File: src/rtl/hdmi_timing_pkg.sv
// Shared types and default 640x480@60 timing for the HDMI video timing path.
package hdmi_timing_pkg;

    localparam int unsigned CNT_W = 12;

    localparam int unsigned DEF_H_ACTIVE = 640;
    localparam int unsigned DEF_H_FP     = 16;
    localparam int unsigned DEF_H_SYNC   = 96;
    localparam int unsigned DEF_H_BP     = 48;
    localparam int unsigned DEF_V_ACTIVE = 480;
    localparam int unsigned DEF_V_FP     = 10;
    localparam int unsigned DEF_V_SYNC   = 2;
    localparam int unsigned DEF_V_BP     = 33;

    typedef enum logic [1:0] {
        IDLE  = 2'd0,
        RUN   = 2'd1,
        DRAIN = 2'd2
    } state_t;

endpackage

File: src/rtl/video_counter.sv
// Horizontal/vertical raster position counter pair with wrap, advance and clear.
module video_counter
    import hdmi_timing_pkg::*;
#(
    parameter int unsigned H_TOTAL = 800,
    parameter int unsigned V_TOTAL = 525
) (
    input  logic             clk,
    input  logic             rst,
    input  logic             clear,
    input  logic             advance,
    output logic [CNT_W-1:0] h_cnt,
    output logic [CNT_W-1:0] v_cnt,
    output logic             frame_end
);

    localparam logic [CNT_W-1:0] H_LAST = CNT_W'(H_TOTAL - 1);
    localparam logic [CNT_W-1:0] V_LAST = CNT_W'(V_TOTAL - 1);

    // Step h every advance cycle; step v when h wraps; clear parks at (0,0).
    always_ff @(posedge clk or posedge rst) begin
        if (rst) begin
            h_cnt <= '0;
            v_cnt <= '0;
        end else if (clear) begin
            h_cnt <= '0;
            v_cnt <= '0;
        end else if (advance) begin
            if (h_cnt == H_LAST) begin
                h_cnt <= '0;
                v_cnt <= (v_cnt == V_LAST) ? '0 : v_cnt + 1'b1;
            end else begin
                h_cnt <= h_cnt + 1'b1;
            end
        end
    end

    assign frame_end = (h_cnt == H_LAST) && (v_cnt == V_LAST);

endmodule

File: src/rtl/hdmi_video_timing.sv
// Video timing sequencer: raster FSM, upstream pixel handshake and the
// registered sync/active/RGB stage that feeds the HDMI encoder.
module hdmi_video_timing
    import hdmi_timing_pkg::*;
#(
    parameter int unsigned H_ACTIVE = DEF_H_ACTIVE,
    parameter int unsigned H_FP     = DEF_H_FP,
    parameter int unsigned H_SYNC   = DEF_H_SYNC,
    parameter int unsigned H_BP     = DEF_H_BP,
    parameter int unsigned V_ACTIVE = DEF_V_ACTIVE,
    parameter int unsigned V_FP     = DEF_V_FP,
    parameter int unsigned V_SYNC   = DEF_V_SYNC,
    parameter int unsigned V_BP     = DEF_V_BP,
    parameter logic        HS_POL   = 1'b0,
    parameter logic        VS_POL   = 1'b0
) (
    input  logic        clk_pixel,
    input  logic        reset,
    input  logic        enable,
    input  logic        pix_valid,
    input  logic [23:0] pix_data,
    output logic        pix_ready,
    output logic [11:0] pix_x,
    output logic [11:0] pix_y,
    output logic        hsync,
    output logic        vsync,
    output logic        active,
    output logic [7:0]  red,
    output logic [7:0]  green,
    output logic [7:0]  blue,
    output logic        frame_start,
    output logic        busy,
    output logic        underflow,
    input  logic        clr_underflow
);

    localparam int unsigned H_TOTAL = H_ACTIVE + H_FP + H_SYNC + H_BP;
    localparam int unsigned V_TOTAL = V_ACTIVE + V_FP + V_SYNC + V_BP;

    localparam logic [CNT_W-1:0] H_VIS = CNT_W'(H_ACTIVE);
    localparam logic [CNT_W-1:0] V_VIS = CNT_W'(V_ACTIVE);
    localparam logic [CNT_W-1:0] HS_LO = CNT_W'(H_ACTIVE + H_FP);
    localparam logic [CNT_W-1:0] HS_HI = CNT_W'(H_ACTIVE + H_FP + H_SYNC);
    localparam logic [CNT_W-1:0] VS_LO = CNT_W'(V_ACTIVE + V_FP);
    localparam logic [CNT_W-1:0] VS_HI = CNT_W'(V_ACTIVE + V_FP + V_SYNC);

    state_t           state, state_next;
    logic [CNT_W-1:0] h_cnt, v_cnt;
    logic             frame_end;
    logic             running;
    logic             de_req;
    logic             sync_h, sync_v;

    video_counter #(
        .H_TOTAL(H_TOTAL),
        .V_TOTAL(V_TOTAL)
    ) u_counter (
        .clk      (clk_pixel),
        .rst      (reset),
        .clear    (!running),
        .advance  (running),
        .h_cnt    (h_cnt),
        .v_cnt    (v_cnt),
        .frame_end(frame_end)
    );

    // FSM state register.
    always_ff @(posedge clk_pixel or posedge reset) begin
        if (reset) state <= IDLE;
        else       state <= state_next;
    end

    // Next state: a drop of enable lets the frame finish; re-enable while draining resumes without restart.
    always_comb begin
        state_next = state;
        case (state)
            IDLE:    if (enable) state_next = RUN;
            RUN:     if (!enable) state_next = DRAIN;
            DRAIN: begin
                if (enable)         state_next = RUN;
                else if (frame_end) state_next = IDLE;
            end
            default: state_next = IDLE;
        endcase
    end

    assign running   = (state != IDLE);
    assign busy      = running;
    assign de_req    = running && (h_cnt < H_VIS) && (v_cnt < V_VIS);
    assign sync_h    = running && (h_cnt >= HS_LO) && (h_cnt < HS_HI);
    assign sync_v    = running && (v_cnt >= VS_LO) && (v_cnt < VS_HI);
    assign pix_ready = de_req;
    assign pix_x     = h_cnt;
    assign pix_y     = v_cnt;

    // Output register stage: one cycle behind the request, black on underflow.
    always_ff @(posedge clk_pixel or posedge reset) begin
        if (reset) begin
            active      <= 1'b0;
            hsync       <= ~HS_POL;
            vsync       <= ~VS_POL;
            red         <= '0;
            green       <= '0;
            blue        <= '0;
            frame_start <= 1'b0;
        end else begin
            active      <= de_req;
            hsync       <= sync_h ? HS_POL : ~HS_POL;
            vsync       <= sync_v ? VS_POL : ~VS_POL;
            frame_start <= running && (h_cnt == '0) && (v_cnt == '0);
            if (de_req && pix_valid) begin
                {red, green, blue} <= pix_data;
            end else begin
                red   <= '0;
                green <= '0;
                blue  <= '0;
            end
        end
    end

    // Sticky underflow flag; a new underflow outranks a clear in the same cycle.
    always_ff @(posedge clk_pixel or posedge reset) begin
        if (reset)                   underflow <= 1'b0;
        else if (de_req && !pix_valid) underflow <= 1'b1;
        else if (clr_underflow)      underflow <= 1'b0;
    end

endmodule

File: config.mk
export PLATFORM = sky130hd
export DESIGN_NAME = hdmi_video_timing
export DESIGN_NICKNAME = d
export VERILOG_FILES = /design/src/rtl/hdmi_timing_pkg.sv /design/src/rtl/video_counter.sv /design/src/rtl/hdmi_video_timing.sv
export SDC_FILE = /design/constraint.sdc
export NUM_CORES = 1
export LEC_CHECK = 0
export BUFFER_PORTS_ARGS = -buffer_cell sky130_fd_sc_hd__buf_2
export CORE_MARGIN = 10
export CORE_UTILIZATION = 31
export CTS_CLUSTER_SIZE = 30
export DETAILED_ROUTE_END_ITERATION = 8
export PLACE_DENSITY = 0.65
export SLEW_MARGIN = 10
export SYNTH_ARGS = -nofsm -noshare
export SYNTH_HDL_FRONTEND = slang
export SYNTH_SLANG_ARGS = --single-unit
export TNS_END_PERCENT = 50
File: constraint.sdc
create_clock -name clk_pixel -period 2.47 [get_ports clk_pixel]
set_clock_uncertainty 0.15 [all_clocks]
set_input_delay 0.3705 -clock clk_pixel [delete_from_list [all_inputs] [get_ports clk_pixel]]
set_output_delay 0.3705 -clock clk_pixel [all_outputs]
set_load 0.01 [all_outputs]
* After elaboration in Yosys (flattened, before gate mapping)
Index checks and enable logic that the tools add are counted.
** Cells by class
- Add/sub/neg operators :: 2
- Order comparisons :: 6
- Reductions and logical operators :: 18
- Equal/unequal tests :: 8
- Multiplexer cells :: 17
** Operators by type and width (number)
- two-way mux 12 bit :: 5
- adder 12 x 1 -> 12 bit (second input constant) :: 2
- equality test 12 x 10 -> 1 bit (second input constant) :: 2
- zero test 12 bit :: 2
- < comparator 12 x 10 -> 1 bit (second input constant) :: 2
- < comparator 12 x 9 -> 1 bit (second input constant) :: 2
- two-way mux 8 bit :: 3
- >= comparator 12 x 10 -> 1 bit (second input constant) :: 1
- >= comparator 12 x 9 -> 1 bit (second input constant) :: 1
- logical AND 1 bit :: 11
- two-way mux 2 bit :: 4
- one-hot mux 2 bit (3 select lines) :: 1
- two-way mux 1 bit :: 4
- inequality test 2 bit (second input constant) :: 2
- nonzero test 2 bit :: 2
- inequality test 3 bit (second input constant) :: 1
- AND reduction 3 bit :: 1
- equality test 2 x 1 -> 1 bit (second input constant) :: 1
- equality test 2 bit (second input constant) :: 1
- zero test 2 bit :: 1
- inequality test 2 x 1 -> 1 bit (second input constant) :: 1
- zero test 1 bit :: 1
** Word-level totals
- Bits of input ports :: 29
- Flip-flop bits (word level) :: 55
- Logic and storage cells :: 62
- Output and inout port bits :: 55

* Longest topological paths before layout
Gate-level depths: netlist of the first run.
- Word-level depth :: 5
- Mapped depth :: 8
- Mapped depth without buffers :: 6

* Hierarchy
Synthesis of the first run repeated with hierarchy kept, for this count alone.
** Unflattened totals
- Cells, all modules :: 238
- Area, all modules :: 2795.2 µm²
** By module, submodules not included
- video_counter :: times used 1, sequential area each 600.6 µm², area each 1433.9 µm², cells an instance 148
- hdmi_video_timing :: times used 1, sequential area each 778.2 µm², area each 1361.3 µm², cells an instance 90

* Worst setup path before layout of the first run
OpenSTA, ideal clock, no wires.
- Path type :: register to register
- Start :: reg u_counter.v_cnt[0]
- End :: reg state[1]
- Buffers on the path :: 1
- Arrival time :: 2064 ps
- Path slack :: 137 ps
- Stages on the path, launching flop included :: 8
- Data required time :: 2201 ps
- Library setup time :: 119 ps
- Period minus slack after synthesis :: 2333 ps
- Cells stage by stage :: dfrtp_1 inv_1 ha_1 or4b_4 or4_1 buf_2 a22o_1 o21a_1
** On the way
- Word-level cells in the longest chain between the ends :: 4
** RTL lines
- start, declared :: RTL line video_counter.sv:13 : output logic [CNT_W-1:0] v_cnt,
- start signal, assigned :: RTL line video_counter.sv:31 : v_cnt <= (v_cnt == V_LAST) ? '0 : v_cnt + 1'b1;
- equality test 12 x 10 -> 1 bit :: RTL line video_counter.sv:38 : assign frame_end = (h_cnt == H_LAST) && (v_cnt == V_LAST);
- logical AND 1 bit :: RTL line video_counter.sv:38
- inequality test 3 bit (no source line)
- AND reduction 3 bit (no source line)
- end signal, assigned :: RTL line hdmi_video_timing.sv:70 : else state <= state_next;
- end, declared :: RTL line hdmi_video_timing.sv:47 : state_t state, state_next;
No other way between the ends.
A chain may end at the register's enable or synchronous reset.

* Worst setup path in the final report of the first run
- Start :: reg u_counter.v_cnt[1]
- End :: reg u_counter.v_cnt[6]
** On the way
- Word-level cells in the longest chain between the ends :: 4
** RTL lines
- adder 12 x 1 -> 12 bit / equality test 12 x 10 -> 1 bit (equally long branches) :: RTL line video_counter.sv:31
- two-way mux 12 bit (*) :: RTL line video_counter.sv:31
- two-way mux 12 bit (*) :: RTL line video_counter.sv:29 : if (h_cnt == H_LAST) begin
- two-way mux 12 bit (*) :: RTL line video_counter.sv:25 : end else if (clear) begin
Mark *: on every way between the ends. The rest lies on a longest branch, timed or not. The select of a mux whose other input is x is not followed.

==> results of run 1 <==
==> path summary, 6_finish.rpt <==
path	from	endpoint	slack [ps]
setup / recovery	u_counter.v_cnt[1]	u_counter.v_cnt[6]	130
hold / removal	reset	red[5]	80
setup reg to reg	u_counter.v_cnt[1]	u_counter.v_cnt[6]	130
hold reg to reg	state[0]	state[0]	370
max in group asynchronous	reset	green[7]	1450
min in group clk_pixel	pix_data[18]	red[2]	110
==> flip-flops by register name, indices dropped and copies added, names as in the netlist <==
| signal | count |
|---|---|
| u_counter.h_cnt | 12 |
| u_counter.v_cnt | 12 |
| blue | 8 |
| green | 8 |
| red | 8 |
| state | 2 |
| active | 1 |
| frame_start | 1 |
| hsync | 1 |
| underflow | 1 |
| vsync | 1 |
==> area by class of cell <==
cell class	instances	area, um2	area share
clock buffer	6	82.6	0.0260
clock inverter	1	5.00	0.00157
inverter	8	30.0	0.00944
multi-input combinational	155	1010	0.317
sequential	55	1380	0.433
tap	102	128	0.0401
timing repair buffer	101	551	0.173
==> repair_timing <==
action / CTS / global route
gates resized for setup: 0 / 2
setup endpoints to repair: 0 / 1
hold endpoints to repair: 0 / 0
==> layer usage <==
metal,vias up,share of wire,wire [um],global-route usage
li1,1002,-,-,-
met1,1000,0.45,3030,0.148
met2,71,0.48,3260,0.192
met3,7,0.057,388,0.0236
met4,0,0.013,87,0.0348
met5,-,0,0,0
==> placed cells by master, fill, tap and decap left out, drive strengths merged, types with 2 or more instances in the layout <==
cell	count
buf	101
dfrtp	53
and2	25
nand2	16
nor2	14
nand3	14
nand4	9
a31oi	9
inv	8
xnor2	7
nor4	7
clkbuf	6
xor2	5
nor3	5
or4	5
o21ai	4
ha	4
and4	4
and3	3
a21oi	3
o211ai	3
or2	2
a41oi	2
dfstp	2
==> cells by family (layout without fill, tap and decap cells) <==
family                     after synthesis  after routing  share of synthesized area
AOI/OAI and AO/OA                       28             28                     0.0769
buffers and inverters                   21            116                     0.0362
adders and majority gates                4              4                     0.0204
xor gates and xnor gates                12             12                     0.0428
and+or+nand+nor                        111            111                      0.263
DFF                                     55             55                      0.561
==> critical path, stage by stage, from the launching register on <==
cell and delay, ps:
dfrtp_1 380, inv_1 70, ha_1 130, or4b_4 460, or4_1 540, buf_4 210, a41oi_1 220, a31oi_1 60
==> power breakdown <==
| part | leakage (nW) | switching (W) | internal (W) |
|---|---|---|---|
| combinational | 0.825 | 0.000146 | 0.000117 |
| clock | 0.0470 | 0.000279 | 0.000221 |
| sequential | 0.732 | 0.0000474 | 0.000954 |
| total | 1.60 | 0.000472 | 0.00129 |
==> stage by stage <==
step	total power [W]	area, um2
6_report	0.00176	3180
3_3_place_gp	0.00128	3090
4_1_cts	0.00179	3170
5_1_grt	0.00187	3180
2_1_floorplan	0.00115	2460
3_5_place_dp	0.00129	3090
==> impl_metrics.json, run 1 <==
{
  "synth_top_area_cell": "dfrtp_1",
  "setup_violations": 0,
  "grt_max_degree": 42,
  "rows": 32,
  "place.gp.congestion": 0.823,
  "port-buffer-count": 83,
  "synth-seq-cells": 55,
  "maxCapViolCount": 0,
  "vias_per_cell": 4.86,
  "core_area_um2": 7730,
  "grt_setup_unrepaired": "no",
  "synth_most_common_cell": "dfrtp_1",
  "ys.flop_type": "dfrtp_1",
  "synthCells": 231,
  "ff2ff_path_depth": 7,
  "fin_crit_sh": 0.947,
  "start_kind": "register",
  "drive_above_1_share": 0.368,
  "synthArstFlopShare": 1.00,
  "root_buffer": "clkbuf_8",
  "hold_buffers": 0,
  "outcome": "finished, final reports clean",
  "cts_buffers": 5,
  "fill_cells": 784,
  "timing.fmax_ghz": 0.427,
  "utilization": 0.412,
  "finalNonFillerCells": 428,
  "num_io_pins": 84,
  "routedWlPerCell_um": 15.8,
  "ys_types": 41,
  "cp.required_ps": 2500,
  "vias": 2080,
  "clk_latency_ps": 310,
  "yosys-top-cells-count": "dfrtp_1, and2_1, nand2_1, nand3_1, nor2_1",
  "worstPathArrival_ps": 2370,
  "grt_util_all_layers": 0.116,
  "grt_pass1_vias": 2150,
  "critical_path_class": "reg -> reg",
  "grt_overflow": 0,
  "drt_iter0_markers": 71,
  "cts_setup_buffers": 0,
  "dpl.cell_count": 421,
  "finalMaxSlewViolations": 0,
  "holdWs_ps": 84.9,
  "hold_path.class": "in -> async",
  "diodes": 0,
  "p_leak_nw": 1.60,
  "clk_path_buf_depth": 2,
  "final_nets": 359,
  "setup_tns_ps": 0,
  "synth_seq_area_share": 0.561,
  "path_clk_slew_ps": 90,
  "fin_ws_ps": 130,
  "clock-sinks": 55,
  "cts_tree": "built",
  "antenna_found_initial": 0,
  "syn-num-nets": 264,
  "synth_top_area_frac": 0.540,
  "powerDensity_nw_per_um2": 555,
  "ys_warn_count": 0,
  "critPathCaptureType": "register",
  "synth_edf_count": 0,
  "drc": 0,
  "htreeDepth": 2,
  "dr.pass1.iters": 4,
  "wirelength_um": 6760,
  "grt_pass1_wl_um": 11000,
  "area_delta_synth_final_pct": 29.5,
  "ir_drop_mv": 0.356,
  "avgSynthCellArea_um2": 10.6,
  "die_w_um": 109,
  "die_area_um2": 11900,
  "start_util": 0.318,
  "worstMarginPinSlew_ps": 856,
  "drtAntennaViolNets": 0,
  "synthTopCellsByArea": "dfrtp_1, and2_1, nand3_1",
  "syn_area_um2": 2460,
  "cp_max_fo": 14,
  "slew_headroom": 0.429,
  "die_h_um": 109,
  "period_minus_slack_ps": 2340,
  "place_ws_ps": 155,
  "hpwl_um": 5240,
  "hold_violations": 0
}
Note: power is estimated with default switching activity, not from simulation.
==> inputs of run 2 (changes only) <==
SETUP_SLACK_MARGIN = 0.3   (was unset)
==> run 2 against run 1 <==
Sequential power is essentially flat. Sequential cell count is the same. Via count increased by 1.6%. Highest routed layer unchanged.
==> impl_metrics.json, run 2 (synthesis gave the netlist of run 1 again) <==
{
  "outcome": "finished, final reports clean",
  "worstPathArrival_ps": 1690,
  "wl_met3_um": 382,
  "timing.fmax_ghz": 0.452,
  "num_io_pins": 84,
  "cts_buffers": 5,
  "drtAntennaViolNets": 0,
  "place.gp.congestion": 0.866,
  "finalMaxSlewViolations": 0,
  "start_util": 0.318,
  "setup_violations": 0,
  "area_delta_synth_final_pct": 33.9,
  "regArea_um2": 1390,
  "p_leak_nw": 1.63,
  "hpwl_um": 5210,
  "clock-sinks": 55,
  "clk_latency_ps": 320,
  "grt_overflow": 0,
  "grt_pass1_vias": 2081,
  "seqPwrFrac": 0.521,
  "cts_tree": "built",
  "critPathCaptureType": "primary output",
  "highest_layer": "met4",
  "root_buffer": "clkbuf_8",
  "grt_pass1_wl_um": 10900,
  "vias": 2113,
  "powerDensity_nw_per_um2": 585,
  "drt_iter0_markers": 88,
  "holdWs_ps": 75.1,
  "vias_per_cell": 4.89,
  "start_kind": "register",
  "hold_violations": 0,
  "hold_path.class": "in -> reg",
  "switchingPower_w": 0.000529,
  "drc": 0,
  "die_w_um": 109,
  "port-buffer-count": 83,
  "mostFrequentLayoutCell": "buf_2",
  "wirelength_um": 6900,
  "layout_common_cells": "buf_2, dfrtp_1, and2_1, buf_4, nand2_1",
  "clk_path_buf_depth": 2,
  "combPwrFrac": 0.144,
  "worstMarginPinSlew_ps": 629,
  "reg.largest.list": "u_counter.h_cnt: 12 flops, u_counter.v_cnt: 12 flops",
  "period_minus_slack_ps": 2210,
  "final_nets": 362,
  "drive_above_1_share": 0.412,
  "grt_max_degree": 31,
  "antenna_found_initial": 0,
  "dr.pass1.iters": 4,
  "clkPwrFrac": 0.335,
  "grt_util_all_layers": 0.116,
  "critical_path_class": "reg -> out",
  "path_clk_slew_ps": 110,
  "die_area_um2": 11900,
  "ir_drop_mv": 0.243,
  "grt_setup_unrepaired": "yes",
  "cp.required_ps": 1950,
  "setup_tns_ps": 0,
  "die_h_um": 109,
  "maxCapViolCount": 0,
  "met2_length_um": 3500,
  "fill_cells": 782,
  "slew_headroom": 0.580,
  "cp_max_fo": 7,
  "multi_input_area_um2": 1040,
  "core_area_um2": 7730,
  "diodes": 0,
  "rows": 32,
  "internal_power_w": 0.00139,
  "fin_crit_sh": 0.897,
  "wl_met1_um": 2890,
  "htreeDepth": 2,
  "routedWlPerCell_um": 16.0,
  "switching_share": 0.275
}
## run 2: power groups by stage
stage,clock (W),sequential [W],combinational (W)
detailed placement,0,0.00102,0.000269
global placement,0,0.00101,0.000266
CTS,0.000661,0.00100,0.000274
finish,0.000644,0.00100,0.000277
global route,0.000690,0.00101,0.000311
floorplan,0,0.00104,0.000113
## run 2: final cells by class
cell class | instances | area share
clock buffers | 5 | 0.0209
clock inverters | 3 | 0.0152
inverters | 8 | 0.00913
multi-input cells | 155 | 0.316
flip-flops and latches | 55 | 0.421
well taps | 102 | 0.0388
repair buffers | 104 | 0.178
## run 2: repair_timing
| item | CTS | global route |
|---|---|---|
| endpoints found under the setup margin | 10 | 14 |
| hold endpoints to repair | 7 | 0 |
| pin swaps | 3 | 1 |
| gates resized for setup | 8 | 8 |
| hold buffers | 1 | 0 |
| buffers inserted | 6 | 4 |
## run 2: path summary, 6_finish.rpt
kind,startpoint,endpoint,slack (ps),cells past startpoint
hold reg to reg,underflow,underflow,350,2
hold / removal,pix_valid,underflow,80,2
max in group asynchronous,reset,green[4],920,4
setup reg to reg,u_counter.v_cnt[0],u_counter.v_cnt[4],310,7
setup / recovery,state[0],pix_ready,260,4
min in group asynchronous,reset,green[7],530,3
## run 2: worst max-delay path, cell delays in order (launching register included)
cell     delay [ps]
dfrtp_1         430
nor2_2          120
or4_4           480
nor3_4          210
buf_6           140
## run 2: metal layers
layer | up-vias | GRT usage
met4 | 0 | 0.0443
met1 | 1011 | 0.140
met5 | - | 0
met3 | 10 | 0.0230
li1 | 1016 | -
met2 | 76 | 0.197
## run 2: per-stage QoR
stage                     power (W)   util  area [um2]  cells  setup WS, ps
after floorplan             0.00115      -        2470    231           262
after global placement      0.00128  0.391        3020    413           243
after detailed placement    0.00129  0.391        3020    413           206
after CTS                   0.00194  0.417        3220    428           200
after global routing        0.00201  0.426        3290    432           183
final                       0.00192  0.426        3290    432           256
==> inputs of run 3 (changes only) <==
--- a/constraint.sdc
+++ b/constraint.sdc
@@ -4,2 +4,2 @@
 set_output_delay 0.3705 -clock clk_pixel [all_outputs]
-set_load 0.01 [all_outputs]
+set_load 0.005 [all_outputs]
==> run 3 against run 2 <==
Sequential power about the same. Combinational power decreased by 10%. Critical endpoint is now state[1]. Register-to-register slack got worse by 30 ps. Die area unchanged. Critical path depth increased by 2. Maximum frequency increased by 1.3%. Worst hold slack improved by 14 ps.
==> impl_metrics.json, run 3 (synthesis gave the netlist of run 1 again) <==
{
  "outcome": "finished, final reports clean",
  "layout_common_cells": "buf_2, dfrtp_1, and2_1, buf_4, nand2_1",
  "cts_buffers": 5,
  "rows": 32,
  "drive_above_1_share": 0.412,
  "finalMaxSlewViolations": 0,
  "wirelength_um": 7200,
  "routedWlPerCell_um": 16.7,
  "hpwl_um": 5120,
  "clock-sinks": 55,
  "vias_per_cell": 4.95,
  "diodes": 0,
  "grt_util_all_layers": 0.119,
  "port-buffer-count": 83,
  "core_area_um2": 7730,
  "clk_path_buf_depth": 2,
  "setup_tns_ps": 0,
  "fin_crit_sh": 0.885,
  "use_met1": 0.146,
  "finalNonFillerCells": 430,
  "slew_headroom": 0.533,
  "num_io_pins": 84,
  "ir_drop_mv": 0.254,
  "start_util": 0.318,
  "setup_violations": 0,
  "r2r-end": "state[1]",
  "place.gp.congestion": 0.869,
  "grt_use_met3": 0.0236,
  "holdWs_ps": 89.3,
  "die_h_um": 109,
  "die_w_um": 109,
  "grt_pass1_vias": 2150,
  "path_clk_slew_ps": 100,
  "critPathCaptureType": "register",
  "mostFrequentLayoutCell": "buf_2",
  "rrSetupSlack_ps": 280,
  "globalRouteMet2Util": 0.204,
  "worstPathArrival_ps": 2250,
  "cts_tree": "built",
  "hold_path.class": "in -> async",
  "hold_buffers": 0,
  "timing.fmax_ghz": 0.458,
  "area_delta_synth_final_pct": 32.2,
  "p_leak_nw": 1.60,
  "clk_latency_ps": 310,
  "antenna_found_initial": 0,
  "grt_pass1_wl_um": 11300,
  "dpl.cell_count": 414,
  "ff2ff_path_depth": 6,
  "hold_violations": 0,
  "htreeDepth": 2,
  "cp.required_ps": 2530,
  "worstMarginPinSlew_ps": 700,
  "drtAntennaViolNets": 0,
  "vias": 2130,
  "dr.pass1.iters": 4,
  "maxCapViolCount": 0,
  "die_area_um2": 11900,
  "drc": 0,
  "start_kind": "register",
  "critical_path_class": "reg -> reg",
  "powerDensity_nw_per_um2": 543,
  "reg.largest.list": "u_counter.h_cnt: 12 flops, u_counter.v_cnt: 12 flops",
  "grt_setup_unrepaired": "yes",
  "grt_max_degree": 56,
  "fill_cells": 800,
  "grt_busiest_layer": "met2",
  "cp_max_fo": 8,
  "root_buffer": "clkbuf_8",
  "final_nets": 360,
  "grt_overflow": 0,
  "drt_iter0_markers": 90,
  "reg2reg_from": "u_counter.v_cnt[1]",
  "period_minus_slack_ps": 2190
}
==> run 3: cell type report <==
class	count	area [um2]	area share
flip-flops and latches	55	1380	0.425
clock inverters	2	17.5	0.00539
inverters	8	30.0	0.00924
multi-input cells	156	1070	0.330
repair buffers	101	548	0.169
well taps	102	128	0.0393
clock buffers	6	72.6	0.0223
==> run 3: stage by stage <==
stage	power, W	util	area (um2)	setup WS (ps)
detailed placement	0.00126	0.392	3030	257
floorplan	0.00113	-	2470	258
CTS	0.00178	0.412	3180	236
global route	0.00186	0.420	3250	225
finish	0.00177	0.420	3250	285
global placement	0.00126	0.392	3030	304
==> run 3: what timing repair did <==
action                                 in CTS  in global routing
setup endpoints to repair                   5                 19
resized for setup                           8                 12
pin swaps                                   0                  2
gates cloned                                1                  1
buffers inserted                            4                  2
endpoints found under the hold margin       0                  0
==> run 3: worst max path at each step <==
stage | start | to | slack, ps | cells after the start
2_1_floorplan | u_counter.v_cnt[0] | state[1] | 260 | 7
3_3_place_gp | u_counter.v_cnt[1] | state[1] | 300 | 6
3_5_place_dp | u_counter.v_cnt[1] | state[1] | 260 | 6
4_1_cts | state[0] | pix_ready | 240 | 4
5_1_grt | u_counter.v_cnt[0] | state[1] | 230 | 6
6_report | u_counter.v_cnt[1] | state[1] | 280 | 6
==> run 3: critical path: stages, from the launching register on <==
cell and delay (ps):
dfrtp_1 400, inv_2 90, ha_4 120, or4b_4 470
or4_4 510, a22o_1 210, o21a_1 160
==> run 3: per-layer routing <==
metal | share of wire | vias up
met5 | 0 | -
met4 | 0.014 | 0
met3 | 0.059 | 11
met2 | 0.51 | 78
met1 | 0.42 | 1029
li1 | - | 1012
==> run 3: power breakdown <==
group          internal, W  switching [W]
Combinational     0.000118       0.000129
Sequential        0.000954      0.0000488
Clock             0.000205       0.000311
Total              0.00128       0.000489
